==> src/rtl/alu_pkg.sv <==
// Shared opcode encoding and helpers for the multi-cycle ALU.
// Opcodes 0xC..0xF are undefined and reported as illegal.
package alu_pkg;

    localparam int OP_W = 4;

    typedef enum logic [OP_W-1:0] {
        OP_ADD  = 4'h0,
        OP_SUB  = 4'h1,
        OP_AND  = 4'h2,
        OP_OR   = 4'h3,
        OP_XOR  = 4'h4,
        OP_NOT  = 4'h5,
        OP_SHL  = 4'h6,
        OP_SHR  = 4'h7,
        OP_SAR  = 4'h8,
        OP_MUL  = 4'h9,
        OP_DIVU = 4'hA,
        OP_REMU = 4'hB
    } alu_op_t;

    function automatic logic is_multicycle(input logic [OP_W-1:0] op);
        return (op == OP_MUL) || (op == OP_DIVU) || (op == OP_REMU);
    endfunction

endpackage

==> src/rtl/alu_iter_muldiv.sv <==
// Iterative unsigned shift-add multiplier / restoring divider, one bit per cycle.
// MUL: hi:lo ends as the 2*WIDTH product. DIVU/REMU: lo ends as quotient, hi as remainder.
module alu_iter_muldiv #(
    parameter int WIDTH = 32
) (
    input  logic             clock,
    input  logic             reset,
    input  logic             start,
    input  logic             is_div,
    input  logic [WIDTH-1:0] a,
    input  logic [WIDTH-1:0] b,
    output logic             done,
    output logic [WIDTH-1:0] res_hi,
    output logic [WIDTH-1:0] res_lo
);

    localparam int CW = $clog2(WIDTH + 1);

    logic [CW-1:0]    cnt;
    logic             div_mode;
    logic [WIDTH-1:0] hi, lo, opnd;
    logic [WIDTH-1:0] hi_next, lo_next;
    logic [WIDTH:0]   mul_sum;
    logic [WIDTH:0]   div_part;
    logic [WIDTH:0]   div_diff;

    always_comb begin
        mul_sum  = {1'b0, hi} + (lo[0] ? {1'b0, opnd} : '0);
        div_part = {hi, lo[WIDTH-1]};
        div_diff = div_part - {1'b0, opnd};
        hi_next  = hi;
        lo_next  = lo;
        if (div_mode) begin
            // hi stays below opnd, so the partial remainder always fits back into WIDTH bits
            if (div_part >= {1'b0, opnd}) begin
                hi_next = div_diff[WIDTH-1:0];
                lo_next = {lo[WIDTH-2:0], 1'b1};
            end else begin
                hi_next = div_part[WIDTH-1:0];
                lo_next = {lo[WIDTH-2:0], 1'b0};
            end
        end else begin
            hi_next = mul_sum[WIDTH:1];
            lo_next = {mul_sum[0], lo[WIDTH-1:1]};
        end
    end

    // Final-step values are presented directly so the caller can register them on the done cycle.
    assign done   = (cnt == CW'(1));
    assign res_hi = hi_next;
    assign res_lo = lo_next;

    always_ff @(posedge clock) begin
        if (reset) begin
            cnt      <= '0;
            div_mode <= 1'b0;
            hi       <= '0;
            lo       <= '0;
            opnd     <= '0;
        end else if (start) begin
            cnt      <= CW'(WIDTH);
            div_mode <= is_div;
            hi       <= '0;
            lo       <= is_div ? a : b;
            opnd     <= is_div ? b : a;
        end else if (cnt != '0) begin
            cnt <= cnt - CW'(1);
            hi  <= hi_next;
            lo  <= lo_next;
        end
    end

endmodule

==> src/rtl/alu_mc.sv <==
// Multi-cycle ALU with valid/ready request and response ports.
//   state  | meaning
//   S_IDLE | ready for a request; single-cycle ops complete on acceptance
//   S_EXEC | iterative MUL/DIVU/REMU in progress
//   S_DONE | response valid, held until out_ready
module alu_mc
    import alu_pkg::*;
#(
    parameter int WIDTH = 32
) (
    input  logic             clock,
    input  logic             reset,
    input  logic             in_valid,
    output logic             in_ready,
    input  logic [WIDTH-1:0] in_a,
    input  logic [WIDTH-1:0] in_b,
    input  logic [OP_W-1:0]  in_op,
    output logic             out_valid,
    input  logic             out_ready,
    output logic [WIDTH-1:0] result,
    output logic             zero,
    output logic             carry,
    output logic             overflow,
    output logic             div_zero,
    output logic             illegal
);

    localparam int SHW = $clog2(WIDTH);

    typedef enum logic [1:0] {S_IDLE, S_EXEC, S_DONE} state_t;

    state_t           state, state_n;
    logic [OP_W-1:0]  op_q;
    logic             go_multi, start;
    logic [WIDTH:0]   sum_ext, diff_ext;
    logic [SHW-1:0]   sh;
    logic [WIDTH-1:0] sc_res;
    logic             sc_carry, sc_ovf, sc_dz, sc_ill;
    logic             md_done;
    logic [WIDTH-1:0] md_hi, md_lo, md_res;
    logic             md_carry;

    assign go_multi = is_multicycle(in_op) && (in_b != '0);
    assign sum_ext  = {1'b0, in_a} + {1'b0, in_b};
    assign diff_ext = {1'b0, in_a} - {1'b0, in_b};
    assign sh       = in_b[SHW-1:0];

    // Zero-divisor DIVU/REMU and MUL by zero resolve here without entering EXEC.
    always_comb begin
        sc_res   = '0;
        sc_carry = 1'b0;
        sc_ovf   = 1'b0;
        sc_dz    = 1'b0;
        sc_ill   = 1'b0;
        case (in_op)
            OP_ADD: begin
                sc_res   = sum_ext[WIDTH-1:0];
                sc_carry = sum_ext[WIDTH];
                sc_ovf   = (in_a[WIDTH-1] == in_b[WIDTH-1]) && (sum_ext[WIDTH-1] != in_a[WIDTH-1]);
            end
            OP_SUB: begin
                sc_res   = diff_ext[WIDTH-1:0];
                sc_carry = diff_ext[WIDTH];
                sc_ovf   = (in_a[WIDTH-1] != in_b[WIDTH-1]) && (diff_ext[WIDTH-1] != in_a[WIDTH-1]);
            end
            OP_AND:  sc_res = in_a & in_b;
            OP_OR:   sc_res = in_a | in_b;
            OP_XOR:  sc_res = in_a ^ in_b;
            OP_NOT:  sc_res = ~in_a;
            OP_SHL:  sc_res = in_a << sh;
            OP_SHR:  sc_res = in_a >> sh;
            OP_SAR:  sc_res = WIDTH'($signed(in_a) >>> sh);
            OP_MUL:  sc_res = '0;
            OP_DIVU: begin
                sc_res = '1;
                sc_dz  = 1'b1;
            end
            OP_REMU: begin
                sc_res = in_a;
                sc_dz  = 1'b1;
            end
            default: sc_ill = 1'b1;
        endcase
    end

    alu_iter_muldiv #(.WIDTH(WIDTH)) u_muldiv (
        .clock  (clock),
        .reset  (reset),
        .start  (start),
        .is_div (in_op != OP_MUL),
        .a      (in_a),
        .b      (in_b),
        .done   (md_done),
        .res_hi (md_hi),
        .res_lo (md_lo)
    );

    assign md_res   = (op_q == OP_REMU) ? md_hi : md_lo;
    assign md_carry = (op_q == OP_MUL) && (md_hi != '0);

    always_comb begin
        state_n  = state;
        in_ready = 1'b0;
        start    = 1'b0;
        case (state)
            S_IDLE: begin
                in_ready = 1'b1;
                if (in_valid) begin
                    start   = go_multi;
                    state_n = go_multi ? S_EXEC : S_DONE;
                end
            end
            S_EXEC: if (md_done) state_n = S_DONE;
            S_DONE: if (out_ready) state_n = S_IDLE;
            default: state_n = S_IDLE;
        endcase
    end

    assign out_valid = (state == S_DONE);

    always_ff @(posedge clock) begin
        if (reset) begin
            state    <= S_IDLE;
            op_q     <= '0;
            result   <= '0;
            zero     <= 1'b0;
            carry    <= 1'b0;
            overflow <= 1'b0;
            div_zero <= 1'b0;
            illegal  <= 1'b0;
        end else begin
            state <= state_n;
            if (state == S_IDLE && in_valid) begin
                op_q <= in_op;
                if (!go_multi) begin
                    result   <= sc_res;
                    zero     <= (sc_res == '0);
                    carry    <= sc_carry;
                    overflow <= sc_ovf;
                    div_zero <= sc_dz;
                    illegal  <= sc_ill;
                end
            end
            if (state == S_EXEC && md_done) begin
                result   <= md_res;
                zero     <= (md_res == '0);
                carry    <= md_carry;
                overflow <= 1'b0;
                div_zero <= 1'b0;
                illegal  <= 1'b0;
            end
        end
    end

endmodule

==> config.mk <==
export PLATFORM = sky130hd
export DESIGN_NAME = alu_mc
export DESIGN_NICKNAME = d
export VERILOG_FILES = /design/src/rtl/alu_pkg.sv /design/src/rtl/alu_iter_muldiv.sv /design/src/rtl/alu_mc.sv
export SDC_FILE = /design/constraint.sdc
export NUM_CORES = 1
export LEC_CHECK = 0
export BUFFER_PORTS_ARGS = -buffer_cell sky130_fd_sc_hd__clkbuf_2
export CELL_PAD_IN_SITES_DETAIL_PLACEMENT = 2
export CELL_PAD_IN_SITES_GLOBAL_PLACEMENT = 2
export CORE_ASPECT_RATIO = 1.4
export CORE_UTILIZATION = 40
export CTS_CLUSTER_SIZE = 10
export DETAILED_ROUTE_END_ITERATION = 7
export HOLD_SLACK_MARGIN = 0.08
export PLACE_DENSITY = 0.88
export SLEW_MARGIN = 40
export SYNTH_ARGS = -nofsm -noshare
export SYNTH_HDL_FRONTEND = slang
export SYNTH_SLANG_ARGS = --single-unit
==> constraint.sdc <==
create_clock -name clock -period 11.2 [get_ports clock]
set_clock_uncertainty 0.2 [all_clocks]
set_input_delay 2.24 -clock clock [delete_from_list [all_inputs] [get_ports clock]]
set_output_delay 2.24 -clock clock [all_outputs]
set_load 0.01 [all_outputs]
==> metrics.cfg <==
[outcome]
status = completed

[die]
initial_core_util_pct = 40.62
coreArea_um2 = 54340
die_y_um = 280.0
io_pins = 111
num_rows = 101
dieArea_um2 = 56140
fp.dieW_um = 200.5

[power]
peakVddDrop_uv = 121.9
power_density_nw_per_um2 = 182.0
p_leak_nw = 9.446
finalPower_w = 0.004326

[drt]
wl_um = 138500
drcViolationCount = 0
ant_nets = 0
num_vias = 27520
post_drt_wl_per_cell_um = 37.09
drtIter0Drc = 2752
vias_per_cell = 7.371
drtPass1Iterations = 6

[sta]
slew_headroom_pct = 35.92
finalSetupTns_ns = 0
rsz0062_at_grt = false
fin_crit_sh_pct = 70.37
setup_viol_count_final = 0
fin_crit_ns = 7.881
tightest_slew_ns = 0.9511
hold_viol = 0
fmax_ghz = 0.1269
drv_slew = 0

[run]
cap_violations = 0

[setup_path]
max_stage_delay_ns = 0.74
crit_slowest_cell = a211oi_1
worstSetupPathType = in2reg
critPathRequiredTime_ns = 11.40
critPathLaunchType = primary input
arrival_ns = 8.08
endpoint_kind = register
cp_cell_sequence = buf_2 > buf_4 > buf_4 > inv_2 > fa_1 > nor2b_1 > o311ai_1 > a2bb2oi_1 > a211oi_1 > buf_4 > o21ai_0 > a211oi_1 > nor4_1 > o32ai_1 > nand2_1 > or2_2 > o31ai_1 > a31o_1
crit_fanout = 36
cp_common_cell = buf_4

[grt]
grt_overflow = 0
grt_pass1_vias = 29520
grt_pass1_wl_um = 203500
grt_start_max_net_pins = 90
grtUsageTotal_pct = 48.52
antenna_found_initial = 5

[yosys]
synth_cells = 3075
synth_area_leader_cell = dfxtp_1
synth_area_per_cell_um2 = 7.179
ys_seq_elements = 146
synth_edf_count = 0
syn_area_um2 = 22070
synth_nets = 3323
synth_commonest_cells = nor2_1, nand2_1, a21oi_1
synth_top_family_by_area = compound AO/OA/AOI/OAI gates
ys_top_cells_by_area = dfxtp_1, ha_1, mux2i_1
synth_ff_type = dfxtp_1
async_flop_share_pct = 0
synth-warning-count = 0
synthSimpleGateAreaFrac_pct = 22.75
synth_compound_area_share_pct = 30.13
ys_seq_area_share_pct = 13.24
synth_most_common_cell = nor2_1
yosysUniqueCellTypes = 89
yosysTopAreaCellShare_pct = 13.24
synth.area.mux_share_pct = 13.46
synth_fa_ha_area_share_pct = 10.11
synth_xor_area_share_pct = 2.976

[clocking]
numCtsBuffers = 17
cts_tree = yes
clock_latency_ns = 0.46
postCtsSetupBuffers = 0
cts_num_sinks = 146
cts-root-buf = clkbuf_16
cts_hold_buf = 0
cts_max_level = 4
clockBufferDepth = 2
clkTransAtPathRegs_ns = 0.07
cts_resized = 0

[final_layout]
drive_gt1_share_pct = 10.80
utilization_pct = 43.74
syn2layout_area_growth_pct = 7.663
n_fill_cell = 6380
fin_nets = 3246

[placed_design]
globalplace.congestion = 1.106
dpl.hpwl_um = 99750
portBuffers = 110

[worst_hold_path]
hold_class = reg2reg

-- critical path: cells and delay by family --
family,cells,cell delay (ns)
compound gates,8,2.89
buf+inv,5,1.64
simple gates,4,0.73
fa+ha+maj,1,0.54
-- state kept, by name, summed over array words and instances, names as in the netlist --
signal / flops
result: 32
u_muldiv.hi: 32
u_muldiv.lo: 32
u_muldiv.opnd: 32
u_muldiv.cnt: 6
op_q: 4
state: 2
carry: 1
div_zero: 1
illegal: 1
overflow: 1
u_muldiv.div_mode: 1
zero: 1
-- final cells by class --
class	count	area, um^2	area share (%)
well taps	721	902.1	3.796
clock buffers	18	429.2	1.806
diodes	2	5.005	0.02106
repair buffers	169	1046	4.401
flip-flops and latches	146	2927	12.31
inverters	156	585.6	2.464
clock inverters	13	175.2	0.7370
multi-input cells	2508	17700	74.46
-- worst paths after layout --
check / start / end / slack, ns / cells after the start
worst min register to register: result[28] / result[28] / 0.27 / 2
worst min-delay path: result[28] / result[28] / 0.27 / 2
worst max-delay path: in_b[1] / zero / 3.32 / 18
worst max register to register: u_muldiv.lo[0] / carry / 4.90 / 17
-- report_power, final --
part	internal [W]	switching [W]
clock network	0.000354	0.000279
logic	0.000953	0.00198
registers	0.000612	0.000146
-- routing by layer --
layer	track usage, %	vias to the layer above	wire, um
met5	0	-	43
met4	41.95	8	14090
met3	10.89	740	10990
met2	80.93	1674	64340
met1	52.01	13790	48990
li1	-	11310	-
-- per-stage QoR --
stage | setup slack, ns | hold slack [ns] | instance area (um^2) | instances
3_5_place_dp | 3.134 | 0.2632 | 23060 | 3700
4_1_cts | 3.584 | 0.2768 | 23670 | 3731
2_1_floorplan | 4.172 | 0.2364 | 22070 | 3075
5_1_grt | 3.238 | 0.2931 | 23760 | 3731
3_3_place_gp | 3.351 | 0.2456 | 23000 | 3698
6_report | 3.319 | 0.2730 | 23770 | 3733
-- layout by cell type, fill, tap and decap left out, types with 48 or more instances in the layout --
cell type,n
dfxtp_1,145
nor2_1,321
clkbuf_2,107
a21o_1,50
nand2_1,277
a211oi_1,154
and2_1,54
mux2i_1,145
inv_1,153
ha_1,172
nor3_1,87
nand3_1,63
a21oi_1,236
o21ai_0,127
xnor2_1,48
mux4_2,56
buf_4,55
-- logic make-up after synthesis --
family          Yosys count
simple gates           1056
compound gates          978
buf+inv                 421
mux                     223
fa+ha+maj               176
flops                   146
xor+xnor                 75
No activity file was read; power rests on OpenSTA's default activity.
